File: src/rtl/alu_ctrl_seq.sv
// Registered ALU control decoder at the ID/EX boundary with HI/LO interlock.
// In: Clk, Rst, InValid, AluOp, Funct, Hold, Flush. Out: ALUControl, OutValid, Busy, Stall.
module alu_ctrl_seq #(
  parameter int CTRL_W  = 6,
  parameter int MUL_LAT = 4,
  parameter int CNT_W   = $clog2(MUL_LAT + 1)
) (
  input  logic              Clk,
  input  logic              Rst,
  input  logic              InValid,
  input  logic [4:0]        AluOp,
  input  logic [5:0]        Funct,
  input  logic              Hold,
  input  logic              Flush,
  output logic [CTRL_W-1:0] ALUControl,
  output logic              OutValid,
  output logic              Busy,
  output logic              Stall
);

  typedef enum logic {IDLE, MBUSY} state_t;

  state_t             state_q, state_d;
  logic [CNT_W-1:0]   cnt_q, cnt_d;
  logic [CTRL_W-1:0]  ctrl_q, ctrl_d;
  logic               ovld_q, ovld_d;

  logic [5:0]         code;
  logic               is_mul;
  logic               is_hilo;
  logic               accept;

  function automatic logic [5:0] decode(
    input logic [4:0] op,
    input logic [5:0] fn
  );
    logic [5:0] r;
    r = 6'd0;
    if (op == 5'd0) begin
      case (fn)
        6'b100000: r = 6'd0;
        6'b100001: r = 6'd1;
        6'b100010: r = 6'd2;
        6'b011000: r = 6'd3;
        6'b011001: r = 6'd4;
        6'b100100: r = 6'd5;
        6'b100101: r = 6'd6;
        6'b100111: r = 6'd7;
        6'b100110: r = 6'd8;
        6'b000000: r = 6'd9;
        6'b000010: r = 6'd10;
        6'b000100: r = 6'd11;
        6'b101010: r = 6'd12;
        6'b001011: r = 6'd13;
        6'b001010: r = 6'd14;
        6'b000110: r = 6'd15;
        6'b000011: r = 6'd16;
        6'b000111: r = 6'd17;
        6'b101011: r = 6'd18;
        6'b010000: r = 6'd23;
        6'b010010: r = 6'd24;
        6'b010001: r = 6'd25;
        6'b010011: r = 6'd26;
        6'b001000: r = 6'd31;
        default:   r = 6'd0;
      endcase
    end else begin
      case (op)
        5'd1:  r = 6'd0;
        5'd2:  r = 6'd2;
        5'd3:  r = 6'd6;
        5'd4:  r = 6'd5;
        5'd5:  r = 6'd8;
        5'd6:  r = 6'd7;
        5'd7:  r = 6'd1;
        5'd8:  r = 6'd2;
        5'd9:  r = 6'd3;
        5'd10: r = 6'd12;
        5'd11: r = 6'd18;
        5'd12: begin
          case (fn)
            6'b000010: r = 6'd19;
            6'b000000: r = 6'd20;
            6'b000100: r = 6'd21;
            default:   r = 6'd0;
          endcase
        end
        5'd13: r = 6'd22;
        5'd14: r = 6'd2;
        5'd15: r = 6'd27;
        5'd16: r = 6'd28;
        5'd17: r = 6'd29;
        5'd18: r = 6'd30;
        5'd19: r = 6'd32;
        default: r = 6'd0;
      endcase
    end
    return r;
  endfunction

  // State register
  always_ff @(posedge Clk or posedge Rst) begin
    if (Rst) begin
      state_q <= IDLE;
      cnt_q   <= '0;
      ctrl_q  <= '0;
      ovld_q  <= 1'b0;
    end else begin
      state_q <= state_d;
      cnt_q   <= cnt_d;
      ctrl_q  <= ctrl_d;
      ovld_q  <= ovld_d;
    end
  end

  // Next-state logic
  always_comb begin
    code    = decode(AluOp, Funct);
    is_mul  = (code == 6'd3) || (code == 6'd4) ||
              (code == 6'd19) || (code == 6'd20) ||
              (code == 6'd21);
    is_hilo = is_mul || (code == 6'd23) ||
              (code == 6'd24) || (code == 6'd25) ||
              (code == 6'd26);
    Stall   = InValid &
              (Hold | (is_hilo & (state_q == MBUSY)));
    accept  = InValid & ~Stall & ~Flush;

    ctrl_d = ctrl_q;
    ovld_d = ovld_q;
    if (accept) begin
      ctrl_d = CTRL_W'(code);
      ovld_d = 1'b1;
    end else if (Flush || !Hold) begin
      ovld_d = 1'b0;
    end

    // Reload wins over the countdown; countdown keeps
    // running through Hold and Flush.
    cnt_d = cnt_q;
    if (accept && is_mul) begin
      cnt_d = CNT_W'(MUL_LAT);
    end else if (cnt_q != '0) begin
      cnt_d = cnt_q - CNT_W'(1);
    end

    state_d = (cnt_d != '0) ? MBUSY : IDLE;
  end

  // Outputs
  always_comb begin
    ALUControl = ctrl_q;
    OutValid   = ovld_q;
    Busy       = (cnt_q != '0);
  end

endmodule

File: config.mk
export PLATFORM = sky130hd
export DESIGN_NAME = alu_ctrl_seq
export DESIGN_NICKNAME = d
export VERILOG_FILES = /design/src/rtl/alu_ctrl_seq.sv
export SDC_FILE = /design/constraint.sdc
export NUM_CORES = 1
export LEC_CHECK = 0
export ABC_AREA = 1
export CORE_MARGIN = 1
export CORE_UTILIZATION = 50
export CTS_BUF_LIST = sky130_fd_sc_hd__clkbuf_8
export DETAILED_ROUTE_END_ITERATION = 7
export DONT_BUFFER_PORTS = 1
export HOLD_SLACK_MARGIN = 0.03
export PLACE_DENSITY = 0.64
export SLEW_MARGIN = 20
export SYNTH_ARGS = -nofsm -noshare
export SYNTH_HDL_FRONTEND = slang
export SYNTH_SLANG_ARGS = --single-unit
File: constraint.sdc
create_clock -name Clk -period 2.3 [get_ports Clk]
set_input_delay 0.23 -clock Clk [delete_from_list [all_inputs] [get_ports Clk]]
set_output_delay 0.23 -clock Clk [all_outputs]
set_load 0.1 [all_outputs]
==> flow_summary_export.csv, run 1 <==
group,metric,value,unit
power_and_ir_drop,fin_total_pwr,0.00112,W
place,routabilityCongestion,0.853,
die,die_h,56.3,um
timing,fin_crit,2200,ps
grt,grt-ovfl-total,0,
cells_and_area,synthToLayoutAreaGrowth,21.1,%
flow_run,max_cap_violations,0,
power_and_ir_drop,pwr-share-comb,58.2,%
die,num_rows,19,
timing,final-setup-viol-count,0,
outcome,status,"complete, no violations",
timing,clock_skew,0.378,ps
yosys,ys_types,24,
grt,gr-usage-all-layers,22.4,%
timing,final.period_utilization,95.9,%
place,dp.cells,293,
power_and_ir_drop,pwr-share-clk,17.2,%
detailed_routing,wire_per_inst,11.2,um
worst_setup_path,cp.required,2070,ps
timing,slew_headroom,57.6,%
power_and_ir_drop,ir_drop,985,uV
cts,clock_sinks,11,
die,die_width,56.3,um
detailed_routing,first_pass_iters,4,
grt,grt_pass1_wl,5.76,mm
place,hpwl,2.64,mm
cts,cts_htree_levels,1,
die,core_area,2780,um^2
cells_and_area,nets,300,
grt,grt_antenna_before_repair,0,
yosys,synth_edf_count,0,
yosys,async_flop_share,100,%
worst_setup_path,crit_path_end_kind,"output port",
grt,grt_pass1_vias,1403,
timing,slew_viol_final,0,
detailed_routing,vias,1568,
yosys,synth_nets,280,
power_and_ir_drop,power.internal,0.000555,W
cells_and_area,drive_above_1_share,25.2,%
grt,grt_max_degree,12,
detailed_routing,routed_wl,3.42,mm
worst_setup_path,crit_path_start_kind,"primary input",
die,io-pin-count,25,
die,die_area,3170,um^2
cts,cts_root_buf,"clkbuf_8",
cts,clkLatencyLatePin,240,ps
power_and_ir_drop,switching_power,0.000561,W
yosys,synth_cells,255,
yosys,yosysWarnings,0,
detailed_routing,ant_nets,0,
worst_setup_path,criticalPathCategory,"in -> out",
place,port_buffers,0,
power_and_ir_drop,power_density,626,nW/um^2
detailed_routing,drcViolationCount,0,
worst_setup_path,path_max_fanout,6,
power_and_ir_drop,power_leakage,0.985,nW
worst_setup_path,arrival,1970,ps
cts,clkTransAtPathRegs,50,ps
die,initial_core_util,52.9,%
detailed_routing,vias_per_cell,5.14,
cts,numCtsBuffers,3,
timing,fmax,0.454,GHz
timing,final-hold-violation-count,0,
timing,tightest_slew,633,ps
yosys,syn_area_per_cell,5.78,um^2
power_and_ir_drop,sw_frac_of_total,50.2,%
yosys,ys.flop_type,"dfrtp_1",
worst_hold_path,hold_class,"in -> reg",
cts,cts_tree,"yes",
detailed_routing,drtIter0Drc,79,
yosys,ys_ff_latch,11,
yosys,yosysSeqAreaShare,18.7,%
power_and_ir_drop,seqPwrFrac,24.6,%
cells_and_area,n_antenna_cell,0,
cells_and_area,layout.cells.non_filler,305,
yosys,synth_area,1470,um^2
cts,cts_max_path_buffers,2,
[synthesized netlist by cell type, types with 2 or more instances]
| master | instances | area share [%] |
|---|---|---|
| nor2_4 | 2 | 1.5 |
| nand3_2 | 2 | 1.4 |
| ha_1 | 9 | 7.6 |
| nand4_1 | 9 | 3.8 |
| inv_2 | 7 | 1.8 |
| nand2_1 | 80 | 20 |
| nor2_1 | 42 | 11 |
| nor3_2 | 2 | 1.4 |
| nor2_2 | 6 | 2.5 |
| buf_4 | 3 | 1.5 |
| inv_1 | 25 | 6.4 |
| nand3_1 | 30 | 10 |
| dfrtp_1 | 11 | 19 |
| o21ai_0 | 5 | 1.7 |
| clkinv_1 | 2 | 0.51 |
| nand2_2 | 8 | 3.4 |
| a21oi_1 | 5 | 1.7 |
[sequential cells by signal (all words and copies together) (netlist names)]
| name | cells |
|---|---|
| OutValid | 1 |
| cnt_q | 3 |
| ALUControl | 6 |
| state_q | 1 |
[cell families after synthesis]
family          Yosys count  synth area share, %
simple gates            184                 58.1
buf+inv                  39                 11.2
compound gates           11                 3.74
flops                    11                 18.7
fa+ha+maj                 9                 7.65
xor+xnor                  1                0.595
[per-stage QoR]
step	utilization, %	hold WS [ps]	setup TNS [ps]	worst slack, ps	area (um^2)
floorplan	-	82.4	0	4.30	1500
global placement	57.8	138	0	98.4	1610
detailed placement	57.8	146	0	86.9	1610
CTS	59.7	143	0	86.6	1660
global route	64.1	144	-48.5	-48.5	1780
finish	64.1	144	0	95.2	1780
[worst max-delay path: stages]
cell	delay, ps
clkinvlp_4	110
ha_1	200
nor2_1	130
nand2_1	100
nand2_1	70
nand2_1	40
nand3_1	90
nand2_1	60
nand2_2	100
inv_2	50
nor2_1	100
nand2_1	70
o21ai_2	50
nand2_1	70
nand2_2	70
nand2_4	70
a21oi_4	150
buf_12	190
[layout make-up]
type / instances / area [um^2]
Clock buffer: 3 / 41.3
Clock inverter: 1 / 3.75
Fill cell: 283 / 998
Inverter: 36 / 150
Multi-Input combinational cell: 205 / 1120
Sequential cell: 11 / 275
Tap cell: 31 / 38.8
Timing Repair Buffer: 18 / 154
[per-layer routing]
| metal | wire, um | vias up | share of wire, % | global-route usage, % |
|---|---|---|---|---|
| li1 | - | 844 | - | - |
| met1 | 1640 | 684 | 48 | 30.1 |
| met2 | 1610 | 32 | 47 | 36.9 |
| met3 | 126 | 8 | 3.7 | 5.76 |
| met4 | 51 | 0 | 1.5 | 3.83 |
| met5 | 0 | - | 0 | 0 |
[power by group through the flow]
stage	Combinational [W]	Sequential (W)	Clock [W]
6_report	0.000649	0.000275	0.000192
5_1_grt	0.000710	0.000278	0.000209
4_1_cts	0.000621	0.000275	0.000197
3_5_place_dp	0.000617	0.000278	0
3_3_place_gp	0.000612	0.000277	0
2_1_floorplan	0.000369	0.000417	0
[path summary, 6_finish.rpt]
check                      cells past startpoint                 startpoint                   endpoint  slack (ps)
max                                           18                   Funct[1]                      Stall         100
min reg2reg                                    2  ALUControl[0]$_DFFE_PP0P_  ALUControl[0]$_DFFE_PP0P_         470
max reg2reg                                    6         cnt_q[0]$_DFF_PP0_          state_q$_DFF_PP0_        1060
max in group asynchronous                      2                        Rst  ALUControl[3]$_DFFE_PP0P_        1570
min                                            3                      Flush       OutValid$_DFFE_PP0P_         140
min in group asynchronous                      2                        Rst         cnt_q[2]$_DFF_PP0_         430
[repair_timing]
| action | 4_1_cts | 5_1_grt |
|---|---|---|
| resized for setup | 0 | 19 |
| hold buffers | 1 | 0 |
| setup endpoints to repair | 0 | 1 |
| endpoints found under the hold margin | 11 | 0 |
| buffers inserted | 0 | 7 |
[layout by cell type (no fill, tap or decap), types with 2 or more instances in the layout]
cell type,n
a21oi_1,4
buf_4,15
clkbuf_8,3
clkinv_1,2
clkinvlp_4,2
dfrtp_1,11
ha_1,6
ha_4,2
inv_1,23
inv_2,8
nand2_1,76
nand2_2,10
nand2_4,3
nand3_1,28
nand3_2,4
nand4_1,9
nor2_1,40
nor2_2,8
nor2_4,2
o21ai_0,3
o21ai_2,2
(Power assumes the default switching activity.)
==> inputs of run 2 (changes only) <==
Settings changed: PLACE_DENSITY 0.64 to 0.67.
Clock period 2.3 ns to 2 ns, I/O delays scaled along.
==> flow_summary_export.csv, run 2 (synthesis results as in run 1) <==
group,metric,value,unit
worst_setup_path,path_delay_family,"simple AND/OR/NAND/NOR gates",
power_and_ir_drop,power_density,698,nW/um^2
cts,cts_htree_levels,1,
place,dp.cells,303,
timing,slew_headroom,54.4,%
timing,clock_skew,3.38,ps
cts,cts_root_buf,"clkbuf_8",
die,die_width,56.3,um
worst_setup_path,criticalPathCategory,"in -> out",
cells_and_area,post-route-util,68.6,%
detailed_routing,dr.max_layer_used,"met4",
worst_setup_path,crit_top_cell,"nand2_2",
die,initial_core_util,52.9,%
timing,rsz0062_at_grt,"true",
cells_and_area,largest_register_ff_count,6,
die,die_h,56.3,um
die,core_area,2780,um^2
worst_setup_path,crit_path_end_kind,"output port",
cells_and_area,fillers,248,
power_and_ir_drop,power.internal,0.000673,W
timing,fin_crit,2110,ps
worst_setup_path,r2r_slack,720,ps
place,place_area,1690,um^2
detailed_routing,vias,1665,
detailed_routing,wire_per_inst,11.5,um
power_and_ir_drop,ir_drop,1470,uV
worst_setup_path,slowest_stage,"ha_4",
cells_and_area,nets,311,
power_and_ir_drop,switching_power,0.000660,W
worst_setup_path,r2r-start,"cnt_q[0]$_DFF_PP0_",
die,die_area,3170,um^2
power_and_ir_drop,power_leakage,1.05,nW
outcome,status,"finished, violations left",
timing,setup_tns,-120,ps
power_and_ir_drop,pwr-share-clk,15.8,%
timing,final.period_utilization,106,%
detailed_routing,first_pass_iters,4,
grt,gr-usage-all-layers,23.5,%
power_and_ir_drop,seqPwrFrac,23.6,%
cells_and_area,multi_input_area,1160,um^2
power_and_ir_drop,sw_frac_of_total,49.5,%
cells_and_area,drive_above_1_share,32.6,%
cts,numCtsBuffers,3,
worst_setup_path,reg2regPathDepth,6,
worst_setup_path,crit_buf_inv,3,
cts,clock_sinks,11,
worst_setup_path,cp.depth,17,
power_and_ir_drop,fin_total_pwr,0.00133,W
timing,slew_viol_final,0,
detailed_routing,drt-met1-wl,1.61,mm
detailed_routing,routed_wl,3.65,mm
place,routabilityCongestion,0.885,
worst_hold_path,hold_class,"in -> reg",
worst_setup_path,path_max_fanout,5,
place,port_buffers,0,
detailed_routing,drtIter0Drc,52,
detailed_routing,vias_per_cell,5.27,
flow_run,max_cap_violations,0,
detailed_routing,dr_wl_met3,239,um
cells_and_area,mostFrequentLayoutCells,"nand2_1, nor2_1, nand3_1, buf_4, inv_1",
timing,final-setup-viol-count,3,
cells_and_area,regArea,275,um^2
detailed_routing,drcViolationCount,0,
power_and_ir_drop,pwr-share-comb,60.5,%
place,hpwl,2.59,mm
worst_setup_path,r2r_end,"state_q$_DFF_PP0_",
timing,final-hold-violation-count,0,
die,num_rows,19,
die,io-pin-count,25,
detailed_routing,wl_met2,1.79,mm
timing,finalWorstSetupSlack,-111,ps
cells_and_area,n_antenna_cell,0,
worst_setup_path,startpoint,"Funct[0]",
cts,clkTransAtPathRegs,50,ps
cts,cts_tree,"yes",
grt,grt-ovfl-total,0,
worst_setup_path,cp.required,1800,ps
timing,tightest_slew,682,ps
cells_and_area,synthToLayoutAreaGrowth,29.7,%
worst_setup_path,worstSetupEndpoint,"Stall",
worst_setup_path,slowest_delay,320,ps
worst_setup_path,arrival,1910,ps
outcome,violations,"negative setup slack",
worst_setup_path,worstPathCellList,"clkinvlp_4, ha_4, inv_2, nand2_2, nand3_2, nand3_2, nand2_2, nand2_2, nand2_4, nor2_2, nand2_1, nand2_1, nor2_2, nand2_2, nand2_4, a21oi_4, buf_12",
cells_and_area,final_cell_area,1910,um^2
cells_and_area,layout.cells.non_filler,316,
cells_and_area,final_common_cell,"nand2_1",
cts,cts_max_path_buffers,2,
timing,fmax,0.474,GHz
grt,grt_antenna_before_repair,0,
detailed_routing,ant_nets,0,
worst_hold_path,min-delay-start,"Flush",
grt,grt_pass1_wl,6.10,mm
grt,grt_max_degree,12,
grt,grt_pass1_vias,1487,
worst_setup_path,crit_path_start_kind,"primary input",
cts,clkLatencyLatePin,230,ps
[run 2: cell types whose count changed in the layout (fill, tap and decap cells not counted), sizes merged]
cell  change
buf      +11
[run 2: power by group through the flow]
stage / logic [W] / registers, W / clock network (W)
2_1_floorplan: 0.000426 / 0.000480 / 0
3_5_place_dp: 0.000729 / 0.000317 / 0
5_1_grt: 0.000891 / 0.000322 / 0.000225
4_1_cts: 0.000753 / 0.000314 / 0.000217
3_3_place_gp: 0.000726 / 0.000316 / 0
6_report: 0.000807 / 0.000315 / 0.000211
[run 2: layout make-up]
cell class / count / share of cell area (%)
multi-input combinational: 205 / 60.9
sequential: 11 / 14.4
timing repair buffer: 29 / 12.4
inverter: 36 / 7.86
clock buffer: 3 / 2.16
tap: 31 / 2.03
clock inverter: 1 / 0.197
[run 2: how the worst min path moves through the flow]
stage | end | slack (ps) | cells past startpoint
2_1_floorplan | ALUControl[0]$_DFFE_PP0P_ | 50 | 1
3_3_place_gp | cnt_q[0]$_DFF_PP0_ | 100 | 1
3_5_place_dp | cnt_q[0]$_DFF_PP0_ | 110 | 1
4_1_cts | OutValid$_DFFE_PP0P_ | 110 | 3
5_1_grt | OutValid$_DFFE_PP0P_ | 130 | 3
6_report | OutValid$_DFFE_PP0P_ | 110 | 3
[run 2: timing repair]
action,in CTS,in global routing
endpoints found under the setup margin,1,11
buffers inserted,5,3
endpoints found under the hold margin,11,0
resized for setup,6,25
pin swaps,10,19
hold buffers,1,0
gates cloned,0,0
[run 2: layer usage]
metal  vias to the layer above  track usage, %
li1                        866               -
met1                       739            31.5
met2                        58            40.1
met3                         2            5.76
met4                         0            1.39
met5                         -               0
[run 2: worst register-to-register path, stage by stage (launching register included)]
cell     delay, ps
dfrtp_1        380
inv_1           80
ha_1           170
nand2_1        120
xor2_1         180
nor2_1         150
nand3_2         80
[run 2: metrics by stage]
| stage | setup slack (ps) | hold slack, ps |
|---|---|---|
| 6_report | -111 | 112 |
| 5_1_grt | -244 | 126 |
| 4_1_cts | -52.5 | 111 |
| 3_5_place_dp | -136 | 107 |
| 3_3_place_gp | -98.8 | 105 |
| 2_1_floorplan | -198 | 52.4 |
